==> config.mk <==
export PLATFORM = sky130hd
export DESIGN_NAME = uart_rx
export DESIGN_NICKNAME = d
export VERILOG_FILES = /design/src/rtl/uart_rx.sv
export SDC_FILE = /design/constraint.sdc
export NUM_CORES = 1
export LEC_CHECK = 0
export ABC_AREA = 1
export BUFFER_PORTS_ARGS = -buffer_cell sky130_fd_sc_hd__buf_2
export CORE_MARGIN = 1
export CORE_UTILIZATION = 56
export CTS_CLUSTER_SIZE = 14
export DETAILED_ROUTE_END_ITERATION = 10
export PLACE_DENSITY = 0.87
export SLEW_MARGIN = 20
export SYNTH_ARGS = -nofsm -noshare
export SYNTH_HDL_FRONTEND = slang
export SYNTH_SLANG_ARGS = --single-unit
==> constraint.sdc <==
create_clock -name clk -period 1.91 [get_ports clk]
set_clock_uncertainty 0.1 [all_clocks]
set_input_delay 0.382 -clock clk [delete_from_list [all_inputs] [get_ports clk]]
set_output_delay 0.382 -clock clk [all_outputs]
set_load 0.005 [all_outputs]
==> src/rtl/uart_rx.sv <==
// rtl/uart_rx.sv - 8N1 UART receiver with mid-bit oversampling, frame-error flag and break handling
module uart_rx #(
  parameter int CLKS_PER_BIT = 16
) (
  input  logic       clk,
  input  logic       reset,
  input  logic       rx,
  output logic [7:0] data_out,
  output logic       data_valid,
  output logic       frame_err,
  output logic       rx_busy
);

  localparam int CW = (CLKS_PER_BIT > 1) ? $clog2(CLKS_PER_BIT) : 1;
  localparam logic [CW-1:0] HALF_LAST = CW'(CLKS_PER_BIT / 2 - 1);
  localparam logic [CW-1:0] BIT_LAST  = CW'(CLKS_PER_BIT - 1);

  typedef enum logic [2:0] {
    S_IDLE,
    S_START,
    S_DATA,
    S_STOP,
    S_WAIT_HIGH
  } state_t;

  state_t          state_q;
  logic            rx_meta_q;
  logic            rx_s_q;
  logic [CW-1:0]   cnt_q;
  logic [2:0]      bit_idx_q;
  logic [7:0]      shift_q;
  logic [7:0]      shift_d;
  logic [7:0]      data_q;
  logic            valid_q;
  logic            err_q;
  logic            busy_q;

  // Line idles high, so the synchronizer resets to 1 to avoid a false start.
  always_ff @(posedge clk) begin
    if (reset) begin
      rx_meta_q <= 1'b1;
      rx_s_q    <= 1'b1;
    end else begin
      rx_meta_q <= rx;
      rx_s_q    <= rx_meta_q;
    end
  end

  assign shift_d = {rx_s_q, shift_q[7:1]};

  always_ff @(posedge clk) begin
    if (reset) begin
      state_q   <= S_IDLE;
      cnt_q     <= '0;
      bit_idx_q <= 3'd0;
      shift_q   <= 8'h00;
      data_q    <= 8'h00;
      valid_q   <= 1'b0;
      err_q     <= 1'b0;
      busy_q    <= 1'b0;
    end else begin
      valid_q <= 1'b0;
      err_q   <= 1'b0;
      cnt_q   <= cnt_q + 1'b1;
      case (state_q)
        S_IDLE: begin
          cnt_q <= '0;
          if (!rx_s_q) begin
            state_q <= S_START;
            busy_q  <= 1'b1;
          end
        end
        S_START: begin
          if (cnt_q == HALF_LAST) begin
            cnt_q     <= '0;
            bit_idx_q <= 3'd0;
            if (!rx_s_q) begin
              state_q <= S_DATA;
            end else begin
              state_q <= S_IDLE;
              busy_q  <= 1'b0;
            end
          end
        end
        S_DATA: begin
          if (cnt_q == BIT_LAST) begin
            cnt_q     <= '0;
            shift_q   <= shift_d;
            bit_idx_q <= bit_idx_q + 3'd1;
            if (bit_idx_q == 3'd7) state_q <= S_STOP;
          end
        end
        S_STOP: begin
          if (cnt_q == BIT_LAST) begin
            cnt_q <= '0;
            if (rx_s_q) begin
              data_q  <= shift_q;
              valid_q <= 1'b1;
              state_q <= S_IDLE;
              busy_q  <= 1'b0;
            end else begin
              err_q   <= 1'b1;
              state_q <= S_WAIT_HIGH;
            end
          end
        end
        S_WAIT_HIGH: begin
          // A held-low line (break) parks here so it reports only one error.
          cnt_q <= '0;
          if (rx_s_q) begin
            state_q <= S_IDLE;
            busy_q  <= 1'b0;
          end
        end
        default: begin
          cnt_q   <= '0;
          state_q <= S_IDLE;
          busy_q  <= 1'b0;
        end
      endcase
    end
  end

  assign data_out   = data_q;
  assign data_valid = valid_q;
  assign frame_err  = err_q;
  assign rx_busy    = busy_q;

endmodule

==> Yosys cells after proc, flatten, opt, wreduce, memory -nomap -nowiden <==
Cells that the tools add are included.
{ "totals": {"reg_bits": 31, "latchBits": 0, "mem_bits_rw": 0, "romBits": 0, "in_bits": 3, "out_inout_bits": 11, "n_memories": 0} }
{ "op_classes": {"add_sub_neg": 2, "multipliers": 0, "div_mod_pow": 0, "magnitude_cmp": 0, "eq_ne": 13, "n_shift": 0, "n_mux": 22, "bitwise_logic": 3, "n_reduce_logical": 9} }
{ "ops": {"columns": ["cell", "n"], "rows": [
  ["$mux 3", 9],
  ["$pmux 3 s5", 1],
  ["$ne 2x2->1 const B", 6],
  ["$mux 4", 2],
  ["$pmux 4 s2", 1],
  ["$eq 3x2->1 const B", 2],
  ["$eq 3x3->1 const B", 2],
  ["$mux 1", 6],
  ["$pmux 3 s2", 1],
  ["$reduce_and 3->1", 2],
  ["$reduce_and 6->1", 1],
  ["$pmux 1 s5", 1],
  ["$add 4x1->4 const B", 1],
  ["$eq 4x3->1 const B", 1],
  ["$eq 4x4->1 const B", 1],
  ["$reduce_and 4->1", 1],
  ["$add 3x1->3 const B", 1],
  ["$eq 3x1->1 const B", 1],
  ["$logic_not 3->1", 1],
  ["$not 1->1", 3],
  ["$reduce_or 3->1", 1],
  ["$mux 2", 1],
  ["$reduce_and 2->1", 1],
  ["$reduce_bool 2->1", 1],
  ["$reduce_or 2->1", 1]
]} }

==> Depth between registers and ports, before layout <==
Gate-level depths: netlist of the first run.
{ "depth": {"depth_word": 4, "ltp_mapped": 9, "mapped_depth_nobuf": 9} }

==> Worst setup path after synthesis of the first run <==
Ideal clock, no wire load.
{ "synth_timing": {"kind": "reg-to-reg", "start": "register cnt_q[0]", "end": "register state_q[2]", "setup_time_ns": 0.064, "arrival_time_ns": 1.256, "t_required_ns": 1.746, "setup_slack_ns": 0.490, "path_stages_with_launch": 9, "n_path_buf": 0, "period_less_slack_ns": 1.420, "cell_sequence": "dfxtp_1 > ha_1 > nand2_2 > nor2_4 > nor2_1 > nor2_2 > nand3_2 > and2_1 > nor2_1"} }
{ "synth_via": {"elab_chain_cells": 3, "elab_cells_between_ends": 6, "cone_classes": "5 x eq/ne; 1 x reduce/logical"} }
{ "synth_rtl": {"columns": ["item", "line", "text"], "rows": [
  ["from (decl)", "29", "logic [CW-1:0] cnt_q;"],
  ["from (signal assigned)", "64", "cnt_q <= cnt_q + 1'b1;"],
  ["$eq 4x4->1 / $eq 4x3->1 (equally long branches)", "86, 94, 74", null],
  ["$ne 2x2->1 (no line)", null, null],
  ["$reduce_and 6->1 (no line) *", null, null],
  ["to (signal assigned)", "90", "if (bit_idx_q == 3'd7) state_q <= S_STOP;"],
  ["to (signal assigned)", "99", "state_q <= S_IDLE;"],
  ["to (signal assigned)", "103", "state_q <= S_WAIT_HIGH;"],
  ["to (decl)", "26", "state_t state_q;"]
]} }
Every way passes the cells marked *; elsewhere a longest branch is shown, timed or not.
A chain may end at the register's enable or synchronous reset.

==> Final worst setup path of the first run <==
{ "layout_timing": {"start": "register cnt_q[0]", "end": "register data_q[5], in the netlist data_out[5]"} }
{ "layout_via": {"elab_chain_cells": 2} }
{ "layout_rtl": {"columns": ["item", "line", "text"], "rows": [
  ["$eq 4x4->1", "94", "if (cnt_q == BIT_LAST) begin"],
  ["$reduce_and 3->1 (no line)", null, null],
  ["to (signal assigned)", "97", "data_q <= shift_q;"],
  ["to (decl)", "33", "logic [7:0] data_q;"]
]} }
No other way between the ends.

==> load_flow_metrics.sql, run 1 <==
INSERT INTO impl_metrics (metric_group, metric, value, unit) VALUES
('timing', 'final_critical_path_setup_slack', '0.2886', 'ns'),
('layout', 'multi_input_gate_area_in_the_final_layout', '630.6', 'sq um'),
('routing', 'postRouteAntennaNets', '0', ''),
('timing', 'finalCriticalPeriod', '1.621', 'ns'),
('logic_synthesis', 'synth_area_leader_cell', 'sky130_fd_sc_hd__dfxtp_1', ''),
('min_path', 'hold_path_depth', '2', ''),
('critical_path', 'reg2reg_depth', '8', ''),
('logic_synthesis', 'seq_area_frac_synth', '47.46', '%'),
('power', 'p_int', '1.144', 'mW'),
('clock_network', 'cts.repair.resized', '0', ''),
('routing', 'iteration_count_of_the_initial_detailed_routing_pass', '4', ''),
('power', 'p_leak', '0.7433', 'nW'),
('global_routing', 'track_usage', '23.98', '%'),
('timing', 'worst_slew_pin_slew', '0.4983', 'ns'),
('critical_path', 'critical_path.startpoint', 'cnt_q[0]', ''),
('clock_network', 'postCtsSetupRepairBufs', '0', ''),
('timing', 'setup_violating_endpoint_count_in_the_final_report', '0', ''),
('flow_run', 'max_cap_viol_count', '0', ''),
('logic_synthesis', 'post_synthesis_sequential_element_count', '31', ''),
('power', 'power_frac_clock', '23.5', '%'),
('clock_network', 'cts_made_buffers', '5', ''),
('die', 'number_of_rows_created_at_floorplan', '17', ''),
('timing', 'final_hold_viol_count', '0', ''),
('logic_synthesis', 'syn_inst_count', '172', ''),
('place', 'gp_congestion', '0.8704', ''),
('die', 'dieHeight', '50.32', 'microns'),
('global_routing', 'first_global_vias', '1087', ''),
('die', 'die_width', '50.32', 'microns'),
('critical_path', 'critical_path.endpoint_type', 'register', ''),
('clock_network', 'tritoncts_num_sinks', '31', ''),
('layout', 'layout-drive-gt1-share', '19.37', '%'),
('routing', 'initialDrtViolationCount', '34', ''),
('die', 'placeableCoreArea', '0.002212', 'sq mm'),
('layout', 'sequential_cell_area', '620.6', 'sq um'),
('global_routing', 'number_of_antenna_violations_at_the_first_check_in_global_routing', '0', ''),
('status', 'run_status', 'completed', ''),
('die', 'ioPinCount', '14', ''),
('logic_synthesis', 'syn-mean-instance-area', '7.602', 'sq um'),
('min_path', 'worstHoldStart', 'rx', ''),
('routing', 'route.detailed.drc', '0', ''),
('logic_synthesis', 'synth_cell_types', '25', ''),
('clock_network', 'path_clk_slew', '0.10', 'ns'),
('global_routing', 'grt_first_pass_wirelength', '4.512', 'mm'),
('routing', 'routed_wire_length_per_instance', '12.07', 'microns'),
('die', 'initial_core_util', '59.11', '%'),
('logic_synthesis', 'synthMuxAreaShare', '0', '%'),
('logic_synthesis', 'post_syn_area', '0.001308', 'sq mm'),
('clock_network', 'cts_tree', 'built', ''),
('clock_network', 'htreeDepth', '2', ''),
('timing', 'slew_violations', '0', ''),
('power', 'net-switching-power', '658.5', 'uW'),
('layout', 'antenna-diode-count', '0', ''),
('clock_network', 'clkLatencyLatePin', '0.32', 'ns'),
('logic_synthesis', 'synth-warning-count', '0', ''),
('timing', 'max_freq', '616.7', 'MHz'),
('logic_synthesis', 'synth_xor_area_share', '0.6699', '%'),
('global_routing', 'grt_max_degree', '23', ''),
('place', 'detailedPlace.worstSlack', '0.3190', 'ns'),
('die', 'die_area', '0.002532', 'sq mm'),
('min_path', 'hold_path.class', 'in2reg', ''),
('logic_synthesis', 'synth_nets', '178', ''),
('global_routing', 'grt.overflow.total', '0', ''),
('routing', 'postRouteWirelength', '2.644', 'mm'),
('power', 'worst_ir_drop_vdd', '0.7843', 'mV'),
('timing', 'unrepaired_setup_endpoints_after_global_routing', 'false', ''),
('layout', 'area_delta_synth_final', '12.34', '%'),
('logic_synthesis', 'synth-compound-area-share', '11.67', '%'),
('logic_synthesis', 'yosys.area_share.adder', '2.871', '%'),
('place', 'port_buffers', '13', ''),
('min_path', 'whs_endpoint', 'rx_meta_q', ''),
('routing', 'routed-via-count', '1201', '');
-- how the worst max path moves through the flow --
stage	endpoint	slack [ns]	cells after the start
CTS	data_out[6]	0.29	8
global placement	state_q[2]	0.40	8
detailed placement	data_out[6]	0.32	8
floorplan	state_q[2]	0.49	8
global route	state_q[1]	0.14	9
finish	data_out[5]	0.29	8
-- metrics by stage --
stage | utilization [%] | power, mW | cells | hold WS, ns | area, sq um
after floorplan | - | 1.251 | 172 | 0.2895 | 1308
after global placement | 63.29 | 1.344 | 211 | 0.2926 | 1400
after detailed placement | 63.29 | 1.379 | 211 | 0.2981 | 1400
after CTS | 66.40 | 1.808 | 219 | 0.1249 | 1469
after global routing | 66.40 | 1.954 | 219 | 0.1179 | 1469
final | 66.40 | 1.803 | 219 | 0.1378 | 1469
-- cell usage in the layout (no fill, tap or decap) --
cell type | netlist | layout
sky130_fd_sc_hd__nor2_1 | 51 | 51
sky130_fd_sc_hd__ha_1 | 3 | 3
sky130_fd_sc_hd__clkbuf_1 | 2 | 1
sky130_fd_sc_hd__nor3b_1 | 1 | 1
sky130_fd_sc_hd__a21oi_1 | 5 | 5
sky130_fd_sc_hd__nand2_2 | 3 | 3
sky130_fd_sc_hd__nand2_1 | 14 | 14
sky130_fd_sc_hd__buf_2 | 0 | 13
sky130_fd_sc_hd__inv_2 | 3 | 3
sky130_fd_sc_hd__o211ai_1 | 1 | 1
sky130_fd_sc_hd__o21ai_1 | 1 | 1
sky130_fd_sc_hd__nor3_1 | 1 | 1
sky130_fd_sc_hd__or2_2 | 2 | 2
sky130_fd_sc_hd__nand3_1 | 9 | 9
sky130_fd_sc_hd__nor2_2 | 3 | 3
sky130_fd_sc_hd__and2_1 | 2 | 2
sky130_fd_sc_hd__o21ai_2 | 1 | 1
sky130_fd_sc_hd__o21ai_0 | 20 | 20
sky130_fd_sc_hd__dfxtp_1 | 31 | 31
sky130_fd_sc_hd__nand2_4 | 1 | 1
sky130_fd_sc_hd__nand3_2 | 1 | 1
sky130_fd_sc_hd__a31oi_1 | 1 | 1
sky130_fd_sc_hd__xor2_1 | 1 | 1
sky130_fd_sc_hd__clkbuf_8 | 0 | 2
sky130_fd_sc_hd__nor2_4 | 3 | 3
sky130_fd_sc_hd__inv_1 | 10 | 10
sky130_fd_sc_hd__clkbuf_4 | 0 | 5
sky130_fd_sc_hd__nand4_1 | 2 | 2
-- cell families (layout without fill, tap and decap cells) --
family,count (synthesis),count (layout)
buf+inv,15,34
flops,31,31
fa+ha+maj,3,3
simple gates,93,93
xor+xnor,1,1
compound gates,29,29
-- flip-flops by register name, summed over array words and instances (netlist names) --
register,flops
data_out,8
data_valid,1
cnt_q,4
shift_q,8
frame_err,1
state_q,3
rx_s_q,1
rx_meta_q,1
rx_busy,1
bit_idx_q,3
-- routing by layer --
| layer | wire (microns) | track usage, % | share of wire, % | vias up |
|---|---|---|---|---|
| met5 | 0 | 0 | 0 | - |
| met4 | 113 | 13.89 | 4.3 | 0 |
| met3 | 115 | 7.879 | 4.3 | 16 |
| met2 | 1285 | 39.56 | 49 | 33 |
| met1 | 1130 | 26.79 | 43 | 560 |
| li1 | - | - | - | 592 |
-- final cells by class --
cell class              instances  share of cell area, %
clock buffers                   8                  4.685
inverters                      13                  3.322
multi-input cells             126                  42.93
flip-flops and latches         31                  42.25
well taps                      28                  2.385
repair buffers                 13                  4.429
-- power groups by stage --
stage / Combinational, mW / Sequential, mW / Clock [mW]
2_1_floorplan: 0.467 / 0.784 / 0
3_3_place_gp: 0.550 / 0.794 / 0
3_5_place_dp: 0.576 / 0.803 / 0
4_1_cts: 0.582 / 0.787 / 0.439
5_1_grt: 0.694 / 0.793 / 0.466
6_report: 0.589 / 0.790 / 0.424
-- worst max-delay path, stage by stage (launching register included) --
cell,delay [ns]
sky130_fd_sc_hd__dfxtp_1,0.37
sky130_fd_sc_hd__ha_1,0.22
sky130_fd_sc_hd__nand2_2,0.10
sky130_fd_sc_hd__nor2_4,0.17
sky130_fd_sc_hd__nand2_2,0.10
sky130_fd_sc_hd__nor2_4,0.17
sky130_fd_sc_hd__inv_2,0.11
sky130_fd_sc_hd__nor2_1,0.11
sky130_fd_sc_hd__nor2_1,0.05
-- synthesized netlist by cell type (all sizes together) --
| library cell | count |
|---|---|
| inv | 13 |
| clkbuf | 2 |
| or2 | 2 |
| o21ai | 22 |
| nor3b | 1 |
| xor2 | 1 |
| dfxtp | 31 |
| nor3 | 1 |
| nor2 | 57 |
| nand4 | 2 |
| nand3 | 10 |
| o211ai | 1 |
| and2 | 2 |
| a21oi | 5 |
| ha | 3 |
| nand2 | 18 |
| a31oi | 1 |
Power figures use the tool's default switching activity.
==> inputs of run 2 (changes only) <==
clock period = 1.5 ns   (was 1.91 ns; I/O delays follow)
==> run 2 against run 1 <==
  * Sequential power increased by 28%
  * Critical path type unchanged
  * Combinational power increased by 48%
  * The flow now finishes with violations (negative setup slack)
  * Largest power group unchanged
  * Largest cell class unchanged
  * Die area unchanged
==> load_flow_metrics.sql, run 2 (synthesis results as in run 1) <==
INSERT INTO impl_metrics (metric_group, metric, value, unit) VALUES
('critical_path', 'worst_reg2reg_setup_slack', '-0.01', 'ns'),
('clock_network', 'tritoncts_num_sinks', '31', ''),
('timing', 'slew_violations', '0', ''),
('global_routing', 'number_of_antenna_violations_at_the_first_check_in_global_routing', '0', ''),
('critical_path', 'cp_max_fo', '5', ''),
('routing', 'viasPerCell', '5.403', ''),
('timing', 'worst_slew_pin_slew', '0.2585', 'ns'),
('die', 'die_width', '50.32', 'microns'),
('die', 'placeableCoreArea', '0.002212', 'sq mm'),
('power', 'p_leak', '0.8317', 'nW'),
('critical_path', 'criticalPathCategory', 'reg2reg', ''),
('clock_network', 'cts_made_buffers', '5', ''),
('timing', 'setup_violating_endpoint_count_in_the_final_report', '2', ''),
('critical_path', 'critical_path.startpoint', 'cnt_q[0]', ''),
('power', 'worst_ir_drop_vdd', '0.9471', 'mV'),
('timing', 'finalHoldWorstSlack', '0.04727', 'ns'),
('status', 'failing_checks', 'negative setup slack', ''),
('timing', 'max_freq', '662.0', 'MHz'),
('place', 'postPlaceCellArea', '0.001465', 'sq mm'),
('timing', 'final_critical_path_setup_slack', '-0.01057', 'ns'),
('critical_path', 'path_buf_inv', '2', ''),
('critical_path', 'crit-reg2reg-launch', 'cnt_q[0]', ''),
('timing', 'finalCriticalPeriod', '1.511', 'ns'),
('layout', 'fillCellCount', '162', ''),
('timing', 'final_hold_viol_count', '0', ''),
('layout', 'final_nets', '208', ''),
('global_routing', 'global_route.usage.met1', '29.57', '%'),
('routing', 'routed-via-count', '1248', ''),
('global_routing', 'grt.overflow.total', '0', ''),
('clock_network', 'cts_buffer_depth', '2', ''),
('power', 'total_power', '2.570', 'mW'),
('layout', 'finish.utilization', '74.43', '%'),
('die', 'ioPinCount', '14', ''),
('routing', 'iteration_count_of_the_initial_detailed_routing_pass', '4', ''),
('timing', 'unrepaired_setup_endpoints_after_global_routing', 'true', ''),
('min_path', 'hold_path.class', 'in2reg', ''),
('critical_path', 'worst_ep_required_time', '1.62', 'ns'),
('clock_network', 'cts_root_buffer', 'sky130_fd_sc_hd__clkbuf_4', ''),
('status', 'run_status', 'complete, but fails checks', ''),
('routing', 'postRouteWirelength', '3.228', 'mm'),
('clock_network', 'cts_tree', 'built', ''),
('critical_path', 'crit_path_start_kind', 'register', ''),
('clock_network', 'clkLatencyLatePin', '0.32', 'ns'),
('place', 'port_buffers', '13', ''),
('global_routing', 'met2_usage_grt', '52.00', '%'),
('min_path', 'worstHoldStart', 'rx', ''),
('layout', 'postLayoutCellArea', '0.001647', 'sq mm'),
('critical_path', 'critical_path.endpoint_type', 'register', ''),
('routing', 'route.detailed.drc', '0', ''),
('layout', 'layout-drive-gt1-share', '30.54', '%'),
('routing', 'routed_wire_length_per_instance', '13.97', 'microns'),
('layout', 'area_delta_synth_final', '25.93', '%'),
('clock_network', 'htreeDepth', '2', ''),
('critical_path', 'arrival', '1.63', 'ns'),
('routing', 'postRouteAntennaNets', '0', ''),
('timing', 'setup_tns', '-0.01383', 'ns'),
('global_routing', 'grt_max_degree', '20', ''),
('die', 'initial_core_util', '59.11', '%'),
('die', 'number_of_rows_created_at_floorplan', '17', ''),
('critical_path', 'crit_path_cell_trace', 'ha_4 > buf_4 > nand3_1 > nor2_4 > buf_6 > o21ai_0 > nor2_1', ''),
('flow_run', 'max_cap_viol_count', '0', ''),
('global_routing', 'grt_first_pass_wirelength', '5.306', 'mm'),
('layout', 'layout.cells.most_common', 'sky130_fd_sc_hd__nor2_1', ''),
('place', 'gp_congestion', '0.9551', ''),
('timing', 'timing.final.crit_share', '100.7', '%'),
('critical_path', 'crit_path_top_delay_cell', 'sky130_fd_sc_hd__dfxtp_4', ''),
('global_routing', 'gr-usage-met3', '6.364', '%'),
('global_routing', 'globalRoute.busiestLayer', 'met2', ''),
('global_routing', 'first_global_vias', '1215', ''),
('place', 'dp_hpwl', '2.084', 'mm'),
('die', 'die_area', '0.002532', 'sq mm'),
('global_routing', 'track_usage', '27.85', '%'),
('clock_network', 'path_clk_slew', '0.10', 'ns'),
('layout', 'layout.cells.most_common_list', '48 x sky130_fd_sc_hd__nor2_1, 27 x sky130_fd_sc_hd__dfxtp_1, 20 x sky130_fd_sc_hd__o21ai_0', ''),
('timing', 'max-slew-margin-rel', '82.74', '%'),
('critical_path', 'crit_family', 'flip-flops', ''),
('layout', 'antenna-diode-count', '0', ''),
('critical_path', 'critical-path-max-stage-delay', '0.37', 'ns'),
('routing', 'initialDrtViolationCount', '40', ''),
('die', 'dieHeight', '50.32', 'microns'),
('power', 'powerDensity', '1561', 'mW/mm^2');
==> run 2: power breakdown <==
group / internal, mW / leakage, nW / switching [mW]
logic: 0.329 / 0.530 / 0.543
clock network: 0.394 / 0.0482 / 0.291
registers: 0.918 / 0.254 / 0.0958
==> run 2: metal layers <==
metal  vias up  routed length [microns]
met5         -                        0
met1       562                     1339
met3        15                      136
met4         0                       93
met2        47                     1658
li1        624                        -
==> run 2: cell type report <==
class	count	area, sq um	share of cell area (%)
Clock buffer	6	51.30	3.116
Tap cell	28	35.03	2.128
Multi-Input combinational cell	126	676.9	41.11
Timing Repair Buffer	25	168.9	10.26
Clock inverter	2	35.03	2.128
Inverter	13	48.80	2.964
Sequential cell	31	630.6	38.30
==> run 2: final timing paths <==
kind                      to  depth (start not counted)
setup reg to reg  shift_q[5]                          7
setup / recovery  shift_q[5]                          7
hold reg to reg       rx_s_q                          1
hold / removal     rx_meta_q                          2
==> run 2: metrics by stage <==
stage                     setup slack (ns)  cells
after floorplan                    0.07983    172
after global placement             0.04639    218
after detailed placement          -0.06785    218
after CTS                         0.009646    229
after global routing              -0.08120    231
final                             -0.01057    231
==> run 2: repair_timing <==
action / in CTS / in global routing
pin swaps: 3 / 4
gates resized for setup: 7 / 12
hold buffers: 0 / 0
endpoints found under the setup margin: 12 / 26
buffers inserted: 3 / 1
gates cloned: 0 / 1
